## src/rtl/remote_comm_pkg.sv

```systemverilog
// remote_comm_pkg
//   Shared types and constants for the host-side command initiator:
//   TX/RX state encodings, 8N1 line levels and frame geometry.
package remote_comm_pkg;

  typedef enum logic [1:0] {
    IDLE  = 2'd0,
    UPPER = 2'd1,
    LOWER = 2'd2,
    DONE  = 2'd3
  } tx_state_t;

  typedef enum logic [1:0] {
    RX_IDLE  = 2'd0,
    RX_START = 2'd1,
    RX_DATA  = 2'd2,
    RX_STOP  = 2'd3
  } rx_state_t;

  localparam logic START_BIT  = 1'b0;
  localparam logic STOP_BIT   = 1'b1;
  localparam int   FRAME_BITS = 10;   // start + 8 data + stop
  localparam int   DATA_BITS  = 8;

endpackage

```

## src/rtl/uart_byte_tx.sv

```systemverilog
// uart_byte_tx
//   Serializes one byte as an 8N1 frame (start, 8 data LSB first, stop),
//   each bit held BAUD_DIV clocks. A load on the cycle that done is high
//   starts the next frame with no idle gap. BAUD_DIV must be >= 4.
// Ports:
//   clk, rst  clock and asynchronous active-high reset
//   load      start a frame with data (has priority over an active frame)
//   data      byte to send, captured on load
//   tx        serial line, registered, idle high
//   done      high in the last clock of the stop bit
module uart_byte_tx
  import remote_comm_pkg::*;
#(
  parameter int BAUD_DIV = 2604
) (
  input  logic       clk,
  input  logic       rst,
  input  logic       load,
  input  logic [7:0] data,
  output logic       tx,
  output logic       done
);

  localparam int CNT_W = $clog2(BAUD_DIV);
  localparam logic [CNT_W-1:0] CNT_MAX = CNT_W'(BAUD_DIV - 1);

  logic             active_q, active_d;
  logic [CNT_W-1:0] cnt_q, cnt_d;
  logic [3:0]       bit_q, bit_d;
  logic             tx_q, tx_d;
  logic [7:0]       data_q, data_d;

  // done depends only on state so the parent may use it to drive load.
  assign done = active_q && (cnt_q == CNT_MAX) && (bit_q == 4'(FRAME_BITS - 1));
  assign tx   = tx_q;

  always_comb begin
    active_d = active_q;
    cnt_d    = cnt_q;
    bit_d    = bit_q;
    tx_d     = tx_q;
    data_d   = data_q;
    if (load) begin
      active_d = 1'b1;
      cnt_d    = '0;
      bit_d    = '0;
      tx_d     = START_BIT;
      data_d   = data;
    end else if (active_q) begin
      if (cnt_q == CNT_MAX) begin
        cnt_d = '0;
        if (bit_q == 4'(FRAME_BITS - 1)) begin
          active_d = 1'b0;
          tx_d     = STOP_BIT;
        end else begin
          bit_d = bit_q + 4'd1;
          // Moving into bit position bit_q+1, which carries data[bit_q].
          if (bit_q < 4'(DATA_BITS)) tx_d = data_q[bit_q[2:0]];
          else                       tx_d = STOP_BIT;
        end
      end else begin
        cnt_d = cnt_q + 1'b1;
      end
    end
  end

  always_ff @(posedge clk or posedge rst) begin
    if (rst) begin
      active_q <= 1'b0;
      cnt_q    <= '0;
      bit_q    <= '0;
      tx_q     <= STOP_BIT;
    end else begin
      active_q <= active_d;
      cnt_q    <= cnt_d;
      bit_q    <= bit_d;
      tx_q     <= tx_d;
    end
  end

  always_ff @(posedge clk) begin
    data_q <= data_d;
  end

endmodule

```

## src/rtl/remote_comm.sv

```systemverilog
// remote_comm
//   Host-side command initiator. Sends a 16-bit command as two back-to-back
//   8N1 bytes (upper first) on TX and independently receives 8-bit response
//   bytes on RX.
// Ports:
//   clk, rst      clock and asynchronous active-high reset
//   snd_cmd       pulse: launch transmission of cmd (ignored unless idle)
//   cmd           command word, captured on an accepted snd_cmd
//   clr_resp_rdy  clears resp_rdy
//   RX            serial in from device (asynchronous)
//   TX            serial out to device, idle high
//   busy          high while a command is being transmitted
//   cmd_snt       one-cycle pulse after both bytes have been sent
//   resp          last good response byte
//   resp_rdy      resp holds a byte not yet acknowledged
module remote_comm
  import remote_comm_pkg::*;
#(
  parameter int BAUD_DIV = 2604
) (
  input  logic        clk,
  input  logic        rst,
  input  logic        snd_cmd,
  input  logic [15:0] cmd,
  input  logic        clr_resp_rdy,
  input  logic        RX,
  output logic        TX,
  output logic        busy,
  output logic        cmd_snt,
  output logic [7:0]  resp,
  output logic        resp_rdy
);

  localparam int CNT_W = $clog2(BAUD_DIV);
  localparam logic [CNT_W-1:0] CNT_MAX  = CNT_W'(BAUD_DIV - 1);
  localparam logic [CNT_W-1:0] HALF_MAX = CNT_W'(BAUD_DIV / 2 - 1);

  // ---------------------------------------------------------------- TX side
  tx_state_t   state_q, state_d;
  logic [15:0] shadow_q, shadow_d;
  logic        load_first_q, load_first_d;
  logic        busy_q, busy_d;
  logic        cmd_snt_q, cmd_snt_d;
  logic        accept;
  logic        byte_load;
  logic [7:0]  byte_data;
  logic        byte_done;
  logic        tx_line;

  always_comb begin
    state_d      = state_q;
    shadow_d     = shadow_q;
    load_first_d = 1'b0;
    accept       = 1'b0;
    case (state_q)
      IDLE: begin
        if (snd_cmd) begin
          accept       = 1'b1;
          shadow_d     = cmd;
          load_first_d = 1'b1;
          state_d      = UPPER;
        end
      end
      UPPER:   if (byte_done) state_d = LOWER;
      LOWER:   if (byte_done) state_d = DONE;
      DONE:    state_d = IDLE;
      default: state_d = IDLE;
    endcase

    // The low byte is loaded on the upper byte's final clock so its start
    // bit follows the upper stop bit directly.
    byte_load = load_first_q || ((state_q == UPPER) && byte_done);
    byte_data = ((state_q == UPPER) && byte_done) ? shadow_q[7:0] : shadow_q[15:8];

    // busy rises with the first start bit and drops as DONE is entered.
    busy_d    = ((state_q == UPPER) || (state_q == LOWER)) && (state_d != DONE);
    cmd_snt_d = (state_d == DONE);
  end

  uart_byte_tx #(
    .BAUD_DIV (BAUD_DIV)
  ) u_byte_tx (
    .clk  (clk),
    .rst  (rst),
    .load (byte_load),
    .data (byte_data),
    .tx   (tx_line),
    .done (byte_done)
  );

  always_ff @(posedge clk or posedge rst) begin
    if (rst) begin
      state_q      <= IDLE;
      load_first_q <= 1'b0;
      busy_q       <= 1'b0;
      cmd_snt_q    <= 1'b0;
    end else begin
      state_q      <= state_d;
      load_first_q <= load_first_d;
      busy_q       <= busy_d;
      cmd_snt_q    <= cmd_snt_d;
    end
  end

  always_ff @(posedge clk) begin
    shadow_q <= shadow_d;
  end

  assign TX      = tx_line;
  assign busy    = busy_q;
  assign cmd_snt = cmd_snt_q;

  // ---------------------------------------------------------------- RX side
  rx_state_t        rx_state_q, rx_state_d;
  logic             rx_meta_q, rx_sync_q, rx_prev_q;
  logic [CNT_W-1:0] rx_cnt_q, rx_cnt_d;
  logic [3:0]       rx_bit_q, rx_bit_d;
  logic [7:0]       rx_shift_q, rx_shift_d;
  logic             rx_good;
  logic [7:0]       resp_q, resp_d;
  logic             resp_rdy_q, resp_rdy_d;

  always_comb begin
    rx_state_d = rx_state_q;
    rx_cnt_d   = rx_cnt_q;
    rx_bit_d   = rx_bit_q;
    rx_shift_d = rx_shift_q;
    rx_good    = 1'b0;
    case (rx_state_q)
      RX_IDLE: begin
        // Arms only on a falling edge, so after a bad stop bit the line
        // must return high before another frame is recognised.
        if ((rx_prev_q == STOP_BIT) && (rx_sync_q == START_BIT)) begin
          rx_state_d = RX_START;
          rx_cnt_d   = '0;
        end
      end
      RX_START: begin
        if (rx_cnt_q == HALF_MAX) begin
          rx_cnt_d = '0;
          rx_bit_d = '0;
          if (rx_sync_q == START_BIT) rx_state_d = RX_DATA;
          else                        rx_state_d = RX_IDLE;
        end else begin
          rx_cnt_d = rx_cnt_q + 1'b1;
        end
      end
      RX_DATA: begin
        if (rx_cnt_q == CNT_MAX) begin
          rx_cnt_d   = '0;
          rx_shift_d = {rx_sync_q, rx_shift_q[7:1]};
          rx_bit_d   = rx_bit_q + 4'd1;
          if (rx_bit_q == 4'(DATA_BITS - 1)) rx_state_d = RX_STOP;
        end else begin
          rx_cnt_d = rx_cnt_q + 1'b1;
        end
      end
      RX_STOP: begin
        if (rx_cnt_q == CNT_MAX) begin
          rx_cnt_d   = '0;
          rx_state_d = RX_IDLE;
          rx_good    = (rx_sync_q == STOP_BIT);
        end else begin
          rx_cnt_d = rx_cnt_q + 1'b1;
        end
      end
      default: rx_state_d = RX_IDLE;
    endcase

    resp_d = rx_good ? rx_shift_q : resp_q;
    // A new byte beats a simultaneous clear.
    if (rx_good)                      resp_rdy_d = 1'b1;
    else if (clr_resp_rdy || accept)  resp_rdy_d = 1'b0;
    else                              resp_rdy_d = resp_rdy_q;
  end

  always_ff @(posedge clk or posedge rst) begin
    if (rst) begin
      rx_meta_q  <= 1'b1;
      rx_sync_q  <= 1'b1;
      rx_prev_q  <= 1'b1;
      rx_state_q <= RX_IDLE;
      rx_cnt_q   <= '0;
      rx_bit_q   <= '0;
      resp_q     <= 8'h00;
      resp_rdy_q <= 1'b0;
    end else begin
      rx_meta_q  <= RX;
      rx_sync_q  <= rx_meta_q;
      rx_prev_q  <= rx_sync_q;
      rx_state_q <= rx_state_d;
      rx_cnt_q   <= rx_cnt_d;
      rx_bit_q   <= rx_bit_d;
      resp_q     <= resp_d;
      resp_rdy_q <= resp_rdy_d;
    end
  end

  always_ff @(posedge clk) begin
    rx_shift_q <= rx_shift_d;
  end

  assign resp     = resp_q;
  assign resp_rdy = resp_rdy_q;

endmodule
```

## config.mk

```make
export PLATFORM = sky130hd
export DESIGN_NAME = remote_comm
export DESIGN_NICKNAME = d
export VERILOG_FILES = /design/src/rtl/remote_comm_pkg.sv /design/src/rtl/uart_byte_tx.sv /design/src/rtl/remote_comm.sv
export SDC_FILE = /design/constraint.sdc
export NUM_CORES = 1
export LEC_CHECK = 0
export ABC_AREA = 1
export CAP_MARGIN = 20
export CORE_MARGIN = 3
export CORE_UTILIZATION = 45
export DETAILED_ROUTE_END_ITERATION = 7
export HOLD_SLACK_MARGIN = 0.03
export PLACE_DENSITY = 0.69
export SLEW_MARGIN = 20
export SYNTH_ARGS = -nofsm -noshare
export SYNTH_HDL_FRONTEND = slang
export SYNTH_SLANG_ARGS = --single-unit
```

## constraint.sdc

```tcl
create_clock -name clk -period 2.7 [get_ports clk]
set_clock_uncertainty 0.1 [all_clocks]
set_input_delay 0.405 -clock clk [delete_from_list [all_inputs] [get_ports clk]]
set_output_delay 0.405 -clock clk [all_outputs]
set_load 0.02 [all_outputs]
```

# Word-level counts from Yosys, hierarchy flattened
# Index checks and enable logic that the tools add are counted.
op_classes:
  mux: 43
  eq_ne: 19
  n_reduce_logical: 21
  n_addsub: 4
  magnitude_cmp: 2
  n_bitwise: 1
ops:
  columns: ["operator", "n"]
  rows:
  - ["12-bit two-way mux", 6]
  - ["12-bit case mux with 3 select lines", 1]
  - ["12-bit by 1-bit adder with 12-bit output (second input constant)", 2]
  - ["12-bit equality test (second input constant)", 2]
  - ["4-bit two-way mux", 6]
  - ["2-bit two-way mux", 9]
  - ["1-bit two-way mux", 16]
  - ["2-bit case mux with 4 select lines", 2]
  - ["2-bit inequality test (second input constant)", 7]
  - ["12-bit by 11-bit equality test with 1-bit output (second input constant)", 1]
  - ["2-bit equality test (second input constant)", 5]
  - ["4-bit by 1-bit adder with 4-bit output (second input constant)", 2]
  - ["8-bit two-way mux", 1]
  - ["4-bit case mux with 2 select lines", 1]
  - ["2-bit nonzero test", 4]
  - ["2-bit AND reduction", 3]
  - ["3-bit AND reduction", 2]
  - ["1-bit logical AND", 5]
  - ["5-bit AND reduction", 1]
  - ["2-bit by 1-bit equality test with 1-bit output (second input constant)", 2]
  - ["4-bit by 3-bit equality test with 1-bit output (second input constant)", 1]
  - ["4-bit equality test (second input constant)", 1]
  - ["2-bit logical NOT", 2]
  - ["3-bit by 4-bit < comparator with 1-bit output (second input constant)", 1]
  - ["5 further kinds", 7]
totals:
  reg_bits: 85

# Longest topological paths before layout
# Gate-level depths: netlist of run 1.
depth:
  ltp_word: 7
  depth_mapped: 13
  mapped_depth_nobuf: 12

# Hierarchy
# From an unflattened synthesis of run 1, not the netlist that was laid out.
hier_totals:
  cells_unflattened: 453
  hier_area_um2: 4077.7
by_module_without_submodules:
  columns: ["module", "n_inst", "area_each_um2", "cells_each"]
  rows:
  - ["remote_comm", 1, 2702.6, 284]
  - ["uart_byte_tx", 1, 1375.1, 169]

# Least setup slack after synthesis of run 1
# OpenSTA, ideal clock, no wires.
synth_path:
  path_type: "reg2reg"
  startpoint: "register u_byte_tx.bit_q[1]"
  endpoint: "register u_byte_tx.data_q[0] (enable)"
  path_buffers: 1
  arrival_ns: 1.587
  required_ns: 2.291
  path_stages_with_launch: 8
  setup_ns: 0.309
  path_slack_ns: 0.704
  path_cell_list: "dfrtp_1 inv_1 ha_1 nand2_1 nor2_1 nand4_4 nand2_4 buf_4"
synth_between:
  elab_chain_cells: 4
synth_lines:
  columns: ["element", "line", "source"]
  rows:
  - ["start, declared", "uart_byte_tx.sv:29", "logic [3:0] bit_q, bit_d;"]
  - ["start signal, assigned", "uart_byte_tx.sv:76", "bit_q <= bit_d;"]
  - ["4-bit equality test", "uart_byte_tx.sv:34", "assign done = active_q && (cnt_q == CNT_MAX) && (bit_q == 4'(FRAME_BITS - 1));"]
  - ["1-bit logical AND", "uart_byte_tx.sv:34", null]
  - ["1-bit logical AND", "remote_comm.sv:72", "byte_load = load_first_q || ((state_q == UPPER) && byte_done);"]
  - ["1-bit logical OR", "remote_comm.sv:72", null]
  - ["net byte_load", "remote_comm.sv:45", "logic byte_load;"]
  - ["end signal, assigned", "uart_byte_tx.sv:82", "data_q <= data_d;"]
  - ["end, declared", "uart_byte_tx.sv:31", "logic [7:0] data_q, data_d;"]
# The timed path passes the listed nets, and every way through them passes these cells.
# A chain may end at the register's enable or synchronous reset.

# Worst setup path in the final report of run 1
layout_path:
  startpoint: "register u_byte_tx.cnt_q[0]"
  endpoint: "register u_byte_tx.bit_q[0]"
layout_between:
  elab_chain_cells: 7
  elab_cells_between_ends: 10
  cone_classes: "2 x eq/ne; 1 x mux; 7 x reduce/logical"
layout_lines:
  columns: ["element", "line", "source"]
  rows:
  - ["start, declared", "uart_byte_tx.sv:28", "logic [CNT_W-1:0] cnt_q, cnt_d;"]
  - ["start signal, assigned", "uart_byte_tx.sv:75", "cnt_q <= cnt_d;"]
  - ["12-bit equality test (*)", "uart_byte_tx.sv:34, uart_byte_tx.sv:50", null]
  - ["1-bit logical AND (2 in series)", "uart_byte_tx.sv:34", null]
  - ["1-bit logical AND", "remote_comm.sv:72", null]
  - ["1-bit logical OR", "remote_comm.sv:72", null]
  - ["2-bit inequality test (no line) or 2-bit nonzero test (tied branches)", null, null]
  - ["3-bit AND reduction (no line)", null, null]
# Mark *: on every way between the ends. The rest lies on a longest branch, timed or not.

==> results of run 1 <==
[through the flow]
step / hold slack, ns / std cells
floorplan: 0.2452 / 461
global placement: 0.2484 / 598
detailed placement: 0.2479 / 598
CTS: 0.2606 / 614
global route: 0.2636 / 614
finish: 0.2588 / 614
[worst max-delay path by stage]
stage	start	to	slack, ns	cells after the start
6_report	u_byte_tx.cnt_q[0]$_DFFE_PP0P_	u_byte_tx.bit_q[0]$_DFFE_PP0P_	0.34	12
5_1_grt	u_byte_tx.cnt_q[0]$_DFFE_PP0P_	u_byte_tx.bit_q[0]$_DFFE_PP0P_	0.07	12
4_1_cts	u_byte_tx.cnt_q[0]$_DFFE_PP0P_	u_byte_tx.bit_q[0]$_DFFE_PP0P_	0.34	12
3_5_place_dp	u_byte_tx.cnt_q[0]$_DFFE_PP0P_	u_byte_tx.bit_q[0]$_DFFE_PP0P_	0.34	12
3_3_place_gp	u_byte_tx.cnt_q[0]$_DFFE_PP0P_	u_byte_tx.cnt_q[0]$_DFFE_PP0P_	0.43	9
2_1_floorplan	u_byte_tx.bit_q[1]$_DFFE_PP0P_	u_byte_tx.data_q[0]$_DFFE_PP_	0.70	7
[cells in the mapped netlist]
| cell | number |
|---|---|
| sky130_fd_sc_hd__clkbuf_1 | 2 |
| sky130_fd_sc_hd__dfrtp_1 | 49 |
| sky130_fd_sc_hd__a31oi_1 | 1 |
| sky130_fd_sc_hd__dfstp_2 | 4 |
| sky130_fd_sc_hd__edfxtp_1 | 32 |
| sky130_fd_sc_hd__xor2_1 | 9 |
| sky130_fd_sc_hd__xnor2_1 | 3 |
| sky130_fd_sc_hd__o21ai_0 | 21 |
| sky130_fd_sc_hd__nand4_1 | 9 |
| sky130_fd_sc_hd__nand2_1 | 124 |
| sky130_fd_sc_hd__mux2_2 | 8 |
| sky130_fd_sc_hd__inv_2 | 7 |
| sky130_fd_sc_hd__a31o_2 | 1 |
| sky130_fd_sc_hd__nor4_1 | 3 |
| sky130_fd_sc_hd__inv_1 | 40 |
| sky130_fd_sc_hd__buf_2 | 2 |
| sky130_fd_sc_hd__clkinv_1 | 1 |
| sky130_fd_sc_hd__ha_1 | 10 |
| sky130_fd_sc_hd__or2_2 | 2 |
| sky130_fd_sc_hd__nand2_2 | 2 |
| sky130_fd_sc_hd__nand3b_1 | 2 |
| sky130_fd_sc_hd__nor3_1 | 8 |
| sky130_fd_sc_hd__buf_6 | 2 |
| sky130_fd_sc_hd__o21ai_1 | 1 |
| sky130_fd_sc_hd__o21bai_1 | 1 |
| sky130_fd_sc_hd__nor2_4 | 1 |
| sky130_fd_sc_hd__a211oi_1 | 1 |
| sky130_fd_sc_hd__o31ai_1 | 7 |
| sky130_fd_sc_hd__and2_1 | 1 |
| sky130_fd_sc_hd__o211ai_2 | 1 |
| sky130_fd_sc_hd__nand2_4 | 1 |
| sky130_fd_sc_hd__buf_4 | 2 |
| sky130_fd_sc_hd__nor2_2 | 2 |
| sky130_fd_sc_hd__a21oi_1 | 6 |
| sky130_fd_sc_hd__nand3_1 | 46 |
| sky130_fd_sc_hd__nor2_1 | 48 |
| sky130_fd_sc_hd__nand4_4 | 1 |
[per-layer routing]
metal | track usage, % | vias up | wire, um
met1 | 22.24 | 1490 | 3811
met4 | 6.155 | 0 | 144
li1 | - | 1602 | -
met3 | 4.027 | 16 | 321
met2 | 27.74 | 78 | 4167
met5 | 0 | - | 0
[state kept, by name, indices dropped and copies added, names as in the netlist, 2 cells and up, named ones only]
name              count
u_byte_tx.bit_q       4
rx_bit_q              4
shadow_q             16
u_byte_tx.cnt_q      12
u_byte_tx.data_q      8
resp                  8
state_q               2
rx_shift_q            8
rx_cnt_q             12
[where the power goes]
group	leakage [nW]	switching [mW]	total, mW	internal (mW)
clock	0.0935	0.487	0.923	0.436
combinational	1.00	0.549	0.883	0.334
sequential	0.983	0.197	1.78	1.58
[cell type report]
type | count | share of cell area, %
multi-input cells | 320 | 34.17
clock inverters | 6 | 1.478
well taps | 108 | 2.800
clock buffers | 10 | 2.645
inverters | 48 | 3.733
flip-flops and latches | 85 | 47.50
repair buffers | 37 | 7.674
[worst register-to-register path, cell delays in order (launching register included)]
cell and delay, ns:
sky130_fd_sc_hd__dfrtp_1 0.42, sky130_fd_sc_hd__ha_1 0.30, sky130_fd_sc_hd__nand3_1 0.14, sky130_fd_sc_hd__inv_2 0.06, sky130_fd_sc_hd__nand2_1 0.08, sky130_fd_sc_hd__nor2_4 0.18, sky130_fd_sc_hd__nand4_4 0.23, sky130_fd_sc_hd__nand2_4 0.30
sky130_fd_sc_hd__inv_2 0.12, sky130_fd_sc_hd__nand2_2 0.12, sky130_fd_sc_hd__nand2_2 0.08, sky130_fd_sc_hd__nand2_1 0.07, sky130_fd_sc_hd__nand2_1 0.05
[cell families after synthesis]
logic type                 after synthesis  synth area share (%)
DFF                                     85                 54.88
muxes                                    8                 2.157
adders and majority gates               10                 2.996
AOI/OAI and AO/OA                       40                 5.632
and+or+nand+nor                        250                 26.18
buffers and inverters                   56                 5.632
xor gates and xnor gates                12                 2.517
==> run_results.csv, run 1 <==
group,metric,value,unit
outcome,run_status,"completed",
clock_network,max-clock-path-buffers,2,
critical_path,critical_path.endpoint_type,"flop",
place,detailed_place.area,4627,um2
critical_path,cell_chain_of_the_critical_path,"ha_1 -> nand3_1 -> inv_2 -> nand2_1 -> nor2_4 -> nand4_4 -> nand2_4 -> inv_2 -> nand2_2 -> nand2_2 -> nand2_1 -> nand2_1",
finish,drive_above_1_share,10.08,%
place,gpl.final_weighted_congestion,0.9910,
yosys,ys.warnings.count,0,
place,preCtsSetupSlack,0.3367,ns
yosys,synth_seq_area_share,54.88,%
yosys,syn-cell-area,4177,um2
timing,timing.final.setup_violations,0,
critical_path,timing.critical_path.required,2.85,ns
drt,viasPerCell,5.189,
finish,area_of_combinational_cells_with_multiple_inputs,1649,um2
yosys,netlist_instances,461,
floorplan,die-area,10470,um2
power,ir_drop,0.0004036,V
critical_path,worst-path-max-fanout,20,
critical_path,reg2reg_slack,0.34,ns
finish,fillCellCount,807,
critical_path,worst_setup_path_start_kind,"flop",
drt,detail_route.wirelength,8.445,mm
drt,first_iter_violations,141,
finish,final_cell_mix,"sky130_fd_sc_hd__nand2_1, sky130_fd_sc_hd__dfrtp_1, sky130_fd_sc_hd__nor2_1, sky130_fd_sc_hd__nand3_1, sky130_fd_sc_hd__inv_1",
finish,finalCoreUtilization,54.54,%
timing,worst_slew_pin_slew,0.6117,ns
power,total_power,3.583,mW
floorplan,start_util,47.20,%
place,place_hpwl,6.170,mm
clock_network,root_buffer,"sky130_fd_sc_hd__clkbuf_8",
critical_path,critical-path-top-cell-by-count,"sky130_fd_sc_hd__nand2_1",
finish,antenna-diode-count,0,
power,power.static_leakage,2.079,nW
job,maxCapViolCount,0,
clock_network,cts_setup_buffers,0,
min_path,hold_path_end,"rx_sync_q$_DFF_PP1_",
finish,nets,532,
drt,first_pass_iters,4,
critical_path,crit-reg2reg-capture,"u_byte_tx.bit_q[0]$_DFFE_PP0P_",
drt,vias,3186,
grt,number_of_global_route_vias_before_repair,2988,
timing,rsz_0062_raised_after_global_routing,"false",
timing,timing.final.crit_share,87.26,%
timing,final.setup.worst_slack,0.3440,ns
finish,most_common_cell_after_layout_fill_and_taps_aside,"sky130_fd_sc_hd__nand2_1",
timing,slew_headroom,59.18,%
grt,grt_util_all_layers,17.02,%
floorplan,design.portCount,33,
clock_network,post_cts_resize_count,0,
yosys,yosys.area.top_type_share,29.36,%
timing,clock.fmax,0.4245,GHz
critical_path,count_of_buffer_and_inverter_cells_on_the_critical_path,2,
grt,grt_first_pass_wirelength,13.99,mm
timing,fin_tns_setup,0,ns
drt,final_antenna_net_count,0,
grt,grt_antenna_before_repair,0,
yosys,synthesis.nets,492,
floorplan,die_w,102.3,um
clock_network,cts_tree,"done",
yosys,synth.distinct_cells,37,
yosys,ys_top_cells_by_area,"sky130_fd_sc_hd__dfrtp_1, sky130_fd_sc_hd__edfxtp_1, sky130_fd_sc_hd__nand2_1, sky130_fd_sc_hd__nand3_1, sky130_fd_sc_hd__nor2_1",
grt,grt-ovfl-total,0,
finish,seqCellArea,2292,um2
drt,route.detailed.drc,0,
critical_path,highest_delay_cell_along_the_critical_path,"sky130_fd_sc_hd__dfrtp_1",
critical_path,max_stage_delay,0.42,ns
yosys,flop_and_latch_count_out_of_synthesis,85,
clock_network,cts.htree.levels,3,
timing,finalHoldViolCount,0,
timing,post-route-min-period,2.356,ns
place,port_buffers,32,
clock_network,number_of_cts_inserted_buffers,9,
finish,finalInstanceArea,4826,um2
power,power_per_cell_area,742.4,nW/um2
clock_network,insertion_delay,0.36,ns
yosys,syn-mean-instance-area,9.060,um2
clock_network,cts.clk_slew.worst_paths,0.09,ns
critical_path,critical-path-top-delay-family,"simple AND/OR/NAND/NOR gates",
floorplan,chipHeight,102.3,um
critical_path,arrival,2.51,ns
drt,wl_per_cell,13.75,um
floorplan,design.core.area,8848,um2
clock_network,cts_num_sinks,85,
grt,grt_max_degree,28,
min_path,min_path_cells,0,
timing,maxSlewViolCount,0,
finish,flow.area_growth_from_synthesis,15.55,%
clock_network,holdBufCountCts,0,
min_path,worstHoldStart,"rx_meta_q$_DFF_PP1_",
critical_path,r2r_cells,12,
min_path,min_path_type,"reg -> reg",
floorplan,placement_rows,34,
yosys,synth_top_area_cell,"sky130_fd_sc_hd__dfrtp_1",
critical_path,criticalPathCategory,"reg -> reg",
critical_path,launch_instance_of_the_worst_register_to_register_path,"u_byte_tx.cnt_q[0]$_DFFE_PP0P_",
No activity file was read; power rests on OpenSTA's default activity.
==> inputs of run 2 (changes only) <==
- SYNTH_HIERARCHICAL: unset -> 1
- clock period: 2.7 -> 2.8 ns (I/O delays scaled with it)
==> run_results.csv, run 2 <==
group,metric,value,unit
finish,flow.area_growth_from_synthesis,16.20,%
yosys,synthFlopType,"sky130_fd_sc_hd__dfrtp_1",
finish,register_name_with_the_most_flops,"shadow_q",
finish,max_reg_flops,16,
power,power_per_cell_area,686.2,nW/um2
drt,viasPerCell,4.995,
clock_network,max-clock-path-buffers,2,
yosys,synth_seq_area_share,56.21,%
timing,timing.final.crit_share,90.29,%
clock_network,root_buffer,"sky130_fd_sc_hd__clkbuf_8",
place,preCtsSetupSlack,0.2542,ns
timing,timing.final.setup_violations,0,
yosys,netlist_instances,453,
drt,detail_route.wirelength,7.682,mm
timing,post-route-min-period,2.528,ns
drt,vias,3037,
drt,first_iter_violations,127,
timing,final.setup.worst_slack,0.2720,ns
critical_path,timing.critical_path.required,2.94,ns
floorplan,design.core.area,8763,um2
critical_path,worst-path-max-fanout,10,
grt,grt-ovfl-total,0,
grt,grt_first_pass_wirelength,12.99,mm
critical_path,criticalPathCategory,"reg -> reg",
finish,drive_above_1_share,10.40,%
yosys,syn-mean-instance-area,9.001,um2
timing,finalHoldViolCount,0,
job,maxCapViolCount,0,
floorplan,die-area,10240,um2
finish,most_common_cell_after_layout_fill_and_taps_aside,"sky130_fd_sc_hd__nand2_1",
finish,final_cell_mix,"sky130_fd_sc_hd__nand2_1, sky130_fd_sc_hd__dfrtp_1, sky130_fd_sc_hd__inv_1, sky130_fd_sc_hd__nor2_1",
critical_path,arrival,2.66,ns
timing,slew_headroom,52.77,%
yosys,synth.cells.most_frequent,"sky130_fd_sc_hd__nand2_1, sky130_fd_sc_hd__dfrtp_1, sky130_fd_sc_hd__inv_1",
timing,fin_tns_setup,0,ns
clock_network,cts_tree,"done",
outcome,run_status,"completed",
clock_network,number_of_cts_inserted_buffers,9,
floorplan,design.portCount,33,
yosys,synth.distinct_cells,34,
place,gpl.final_weighted_congestion,0.8953,
critical_path,critical_path.endpoint_type,"flop",
timing,worst_hold_slack,0.2499,ns
yosys,ys_top_cells_by_area,"sky130_fd_sc_hd__dfrtp_1, sky130_fd_sc_hd__edfxtp_1, sky130_fd_sc_hd__nand2_1, sky130_fd_sc_hd__inv_1, sky130_fd_sc_hd__nor2_1",
power,ir_drop,0.0005473,V
yosys,flop_and_latch_count_out_of_synthesis,85,
place,place_hpwl,5.562,mm
power,power.static_leakage,2.104,nW
yosys,synth-async-reset-ratio,62.35,%
yosys,synthesis.nets,485,
yosys,syn-cell-area,4078,um2
min_path,min_path_type,"reg -> reg",
drt,first_pass_iters,6,
finish,nets,527,
floorplan,die_w,101.2,um
finish,post_layout_nonfiller_instances,608,
clock_network,cts.htree.levels,3,
finish,largest_registers,"shadow_q: 16 flops, rx_cnt_q: 12 flops, u_byte_tx/cnt_q: 12 flops",
timing,clock.fmax,0.3956,GHz
yosys,ys.warnings.count,6,
timing,maxSlewViolCount,0,
floorplan,start_util,46.53,%
place,port_buffers,32,
finish,antenna-diode-count,0,
clock_network,insertion_delay,0.35,ns
critical_path,worst_setup_path_start_kind,"flop",
grt,grt_max_degree,36,
floorplan,placement_rows,34,
grt,grt_antenna_before_repair,0,
finish,finalCoreUtilization,54.07,%
clock_network,cts_num_sinks,85,
floorplan,chipHeight,101.2,um
drt,wl_per_cell,12.63,um
drt,final_antenna_net_count,0,
drt,route.detailed.drc,0,
timing,worst_slew_pin_slew,0.7077,ns
place,dp_cells,592,
yosys,synth_top_area_cell,"sky130_fd_sc_hd__dfrtp_1",
yosys,synth_edf_count,32,
grt,grt_util_all_layers,15.91,%
yosys,synth.most_common_cell,"sky130_fd_sc_hd__nand2_1",
clock_network,cts.clk_slew.worst_paths,0.08,ns
grt,number_of_global_route_vias_before_repair,2879,
yosys,yosys.area.top_type_share,30.07,%
clock_network,holdBufCountCts,0,
## run 2: power breakdown
part / switching, mW / internal [mW] / leakage (nW)
logic: 0.500 / 0.272 / 1.02
registers: 0.150 / 1.48 / 0.998
clock network: 0.430 / 0.415 / 0.0858
total: 1.08 / 2.17 / 2.10
## run 2: worst max-delay path, stage by stage (launching register included)
cell and delay [ns]:
sky130_fd_sc_hd__dfrtp_1 0.39, sky130_fd_sc_hd__ha_1 0.23, sky130_fd_sc_hd__nand2_1 0.07, sky130_fd_sc_hd__nor2_1 0.15, sky130_fd_sc_hd__nand3_1 0.14, sky130_fd_sc_hd__nor3_2 0.25
sky130_fd_sc_hd__nand2_2 0.12, sky130_fd_sc_hd__clkinvlp_4 0.16, sky130_fd_sc_hd__or2_2 0.17, sky130_fd_sc_hd__nor2_4 0.07, sky130_fd_sc_hd__inv_4 0.11, sky130_fd_sc_hd__nand2_1 0.10
sky130_fd_sc_hd__nor2_1 0.12, sky130_fd_sc_hd__xor2_1 0.16, sky130_fd_sc_hd__nor2_1 0.06
## run 2: repair_timing
item,4_1_cts,5_1_grt
setup endpoints to repair,0,11
gates resized for setup,0,2
buffers inserted,0,0
## run 2: final cells by class
class	count	area, um2
Tap cell	108	135.1
Clock inverter	5	61.31
Fill cell	785	4025
Timing Repair Buffer	35	342.8
Inverter	52	201.4
Sequential cell	85	2292
Multi-Input combinational cell	312	1574
Clock buffer	11	131.4
## run 2: layer usage
metal | vias up | wire [um] | global-route usage (%)
met5 | - | 0 | 0
met2 | 56 | 3850 | 26.31
met1 | 1425 | 3443 | 20.34
li1 | 1549 | - | -
met4 | 0 | 84 | 5.010
met3 | 7 | 304 | 4.477
## run 2: per-stage QoR
step / area, um2 / power [mW]
floorplan: 4078 / 2.210
finish: 4738 / 3.251
CTS: 4730 / 3.285
detailed placement: 4537 / 2.431
global placement: 4537 / 2.414
global route: 4738 / 3.492
## run 2: kinds of logic (layout without fill, tap and decap cells)
kind of cell               count (synthesis)  count (layout)  share of synthesized area [%]
xor gates and xnor gates                  10              10                          2.148
buffers and inverters                     56             103                          5.308
and+or+nand+nor                          261             261                          29.03
AOI/OAI and AO/OA                         30              30                          3.927
DFF                                       85              85                          56.21
adders and majority gates                 11              11                          3.375
## run 2: path summary, 6_finish.rpt
check	start	to	slack, ns	depth (start not counted)
max reg2reg	u_byte_tx/cnt_q[0]$_DFFE_PP0P_	u_byte_tx/cnt_q[4]$_DFFE_PP0P_	0.27	14
max	u_byte_tx/cnt_q[0]$_DFFE_PP0P_	u_byte_tx/cnt_q[4]$_DFFE_PP0P_	0.27	14
min	rx_meta_q$_DFF_PP1_	rx_sync_q$_DFF_PP1_	0.25	0
max in group asynchronous	rst	u_byte_tx/cnt_q[8]$_DFFE_PP0P_	1.74	2
min in group asynchronous	rst	resp[4]$_DFFE_PP0P_	0.40	3
min reg2reg	rx_meta_q$_DFF_PP1_	rx_sync_q$_DFF_PP1_	0.25	0
==> inputs of run 3 (changes only) <==
- CTS_CLUSTER_SIZE: unset -> 25
- PLACE_DENSITY: 0.69 -> 0.66
==> run_results.csv, run 3 (same netlist as run 2, synthesis figures left out) <==
group,metric,value,unit
power,power.static_leakage,2.136,nW
critical_path,reg2reg_slack,0.30,ns
power,total_power,3.297,mW
floorplan,design.core.area,8763,um2
critical_path,worst-path-max-fanout,10,
drt,wl_per_cell,12.72,um
grt,grt_antenna_before_repair,0,
finish,most_common_cell_after_layout_fill_and_taps_aside,"sky130_fd_sc_hd__nand2_1",
finish,flow.area_growth_from_synthesis,17.18,%
drt,first_iter_violations,110,
finish,antenna-diode-count,0,
floorplan,die_w,101.2,um
timing,timing.final.setup_violations,0,
critical_path,highest_delay_cell_along_the_critical_path,"sky130_fd_sc_hd__dfrtp_1",
place,port_buffers,32,
drt,first_pass_iters,4,
min_path,worstHoldStart,"rx_meta_q$_DFF_PP1_",
finish,post_layout_nonfiller_instances,611,
critical_path,timing.critical_path.required,2.98,ns
finish,fillCellCount,784,
place,dp_cells,594,
finish,finalInstanceArea,4778,um2
floorplan,start_util,46.53,%
min_path,min_path_cells,0,
drt,final_antenna_net_count,0,
drt,route.detailed.drc,0,
timing,timing.final.crit_share,89.43,%
place,gpl.final_weighted_congestion,0.8655,
finish,nets,530,
critical_path,criticalPathCategory,"reg -> reg",
clock_network,cts.htree.levels,3,
clock_network,cts.clk_slew.worst_paths,0.09,ns
finish,register_name_with_the_most_flops,"shadow_q",
clock_network,number_of_cts_inserted_buffers,9,
place,place_hpwl,5.739,mm
timing,final.setup.worst_slack,0.2958,ns
power,ir_drop,0.0003072,V
clock_network,insertion_delay,0.35,ns
timing,rsz_0062_raised_after_global_routing,"false",
floorplan,die-area,10240,um2
timing,post-route-min-period,2.504,ns
floorplan,placement_rows,34,
critical_path,max_stage_delay,0.41,ns
place,detailed_place.area,4552,um2
job,maxCapViolCount,0,
drt,vias,3058,
grt,grt-ovfl-total,0,
critical_path,critical_path.endpoint_type,"flop",
floorplan,design.portCount,33,
clock_network,cts_num_sinks,85,
critical_path,count_of_buffer_and_inverter_cells_on_the_critical_path,2,
critical_path,cell_chain_of_the_critical_path,"ha_1 -> nand2_1 -> nor2_1 -> nand3_1 -> nor3_4 -> nand2_2 -> clkinvlp_4 -> or2_2 -> nor2_4 -> inv_4 -> nand2_1 -> nor2_1 -> xor2_1 -> nor2_1",
clock_network,cts_tree,"done",
critical_path,critical-path-top-delay-family,"simple AND/OR/NAND/NOR gates",
critical_path,arrival,2.69,ns
drt,detail_route.wirelength,7.771,mm
timing,slew_headroom,54.79,%
min_path,hold_path_end,"rx_sync_q$_DFF_PP1_",
timing,maxSlewViolCount,0,
finish,max_reg_flops,16,
grt,grt_max_degree,36,
timing,clock.fmax,0.3993,GHz
grt,grt_util_all_layers,16.53,%
critical_path,launch_instance_of_the_worst_register_to_register_path,"u_byte_tx/cnt_q[0]$_DFFE_PP0P_",
clock_network,root_buffer,"sky130_fd_sc_hd__clkbuf_8",
finish,drive_above_1_share,11.33,%
clock_network,holdBufCountCts,0,
critical_path,critical-path-top-cell-by-count,"sky130_fd_sc_hd__nor2_1",
floorplan,chipHeight,101.2,um
clock_network,max-clock-path-buffers,2,
grt,number_of_global_route_vias_before_repair,3118,
timing,worst_slew_pin_slew,0.6774,ns
critical_path,r2r_cells,14,
outcome,run_status,"completed",
timing,finalHoldViolCount,0,
finish,finalCoreUtilization,54.53,%
critical_path,crit-reg2reg-capture,"u_byte_tx/cnt_q[4]$_DFFE_PP0P_",
timing,fin_tns_setup,0,ns
place,preCtsSetupSlack,0.1998,ns
finish,largest_registers,"shadow_q: 16 flops, rx_cnt_q: 12 flops, u_byte_tx/cnt_q: 12 flops",
finish,final_cell_mix,"sky130_fd_sc_hd__nand2_1, sky130_fd_sc_hd__dfrtp_1, sky130_fd_sc_hd__inv_1, sky130_fd_sc_hd__nor2_1",
timing,worst_hold_slack,0.2603,ns
min_path,min_path_type,"reg -> reg",
grt,grt_first_pass_wirelength,13.57,mm
power,power_per_cell_area,690.0,nW/um2
critical_path,worst_setup_path_start_kind,"flop",
drt,viasPerCell,5.005,
[run 3: changes by cell type in the layout (fill, tap and decap cells not counted), sizes merged]
cell	before	now
buf	3	6
inv	51	54
clkbuf	11	9
clkinvlp	4	2
clkinv	1	2
[run 3: worst max-delay path by stage]
stage | slack, ns | start | endpoint | depth (start not counted)
after floorplan | 0.28 | u_byte_tx/cnt_q[0]$_DFFE_PP0P_ | u_byte_tx/cnt_q[4]$_DFFE_PP0P_ | 14
after global placement | 0.30 | u_byte_tx/cnt_q[0]$_DFFE_PP0P_ | u_byte_tx/cnt_q[4]$_DFFE_PP0P_ | 14
after detailed placement | 0.20 | u_byte_tx/cnt_q[0]$_DFFE_PP0P_ | u_byte_tx/cnt_q[4]$_DFFE_PP0P_ | 14
after CTS | 0.18 | u_byte_tx/cnt_q[0]$_DFFE_PP0P_ | u_byte_tx/cnt_q[4]$_DFFE_PP0P_ | 14
after global routing | 0.02 | u_byte_tx/cnt_q[0]$_DFFE_PP0P_ | u_byte_tx/cnt_q[4]$_DFFE_PP0P_ | 14
final | 0.30 | u_byte_tx/cnt_q[0]$_DFFE_PP0P_ | u_byte_tx/cnt_q[4]$_DFFE_PP0P_ | 14
[run 3: area by class of cell]
type	count	area (um2)	area share, %
Tap cell	108	135.1	2.828
Inverter	52	201.4	4.216
Clock inverter	7	80.08	1.676
Timing Repair Buffer	38	365.4	7.646
Multi-Input combinational cell	312	1580	33.07
Sequential cell	85	2292	47.97
Clock buffer	9	123.9	2.592
[run 3: routing by layer]
| metal | global-route usage [%] | wire, um | vias up |
|---|---|---|---|
| met5 | 0 | 0 | - |
| met4 | 7.055 | 139 | 0 |
| met3 | 3.788 | 265 | 16 |
| met2 | 28.17 | 3903 | 54 |
| met1 | 20.12 | 3462 | 1430 |
| li1 | - | - | 1558 |
[run 3: report_power, final]
| group | internal, mW | switching, mW |
|---|---|---|
| Combinational | 0.282 | 0.512 |
| Sequential | 1.48 | 0.136 |
| Clock | 0.425 | 0.459 |
| Total | 2.19 | 1.11 |
[run 3: what timing repair did]
item,CTS,global route
setup endpoints to repair,0,11
buffers inserted,0,1
resized for setup,0,3
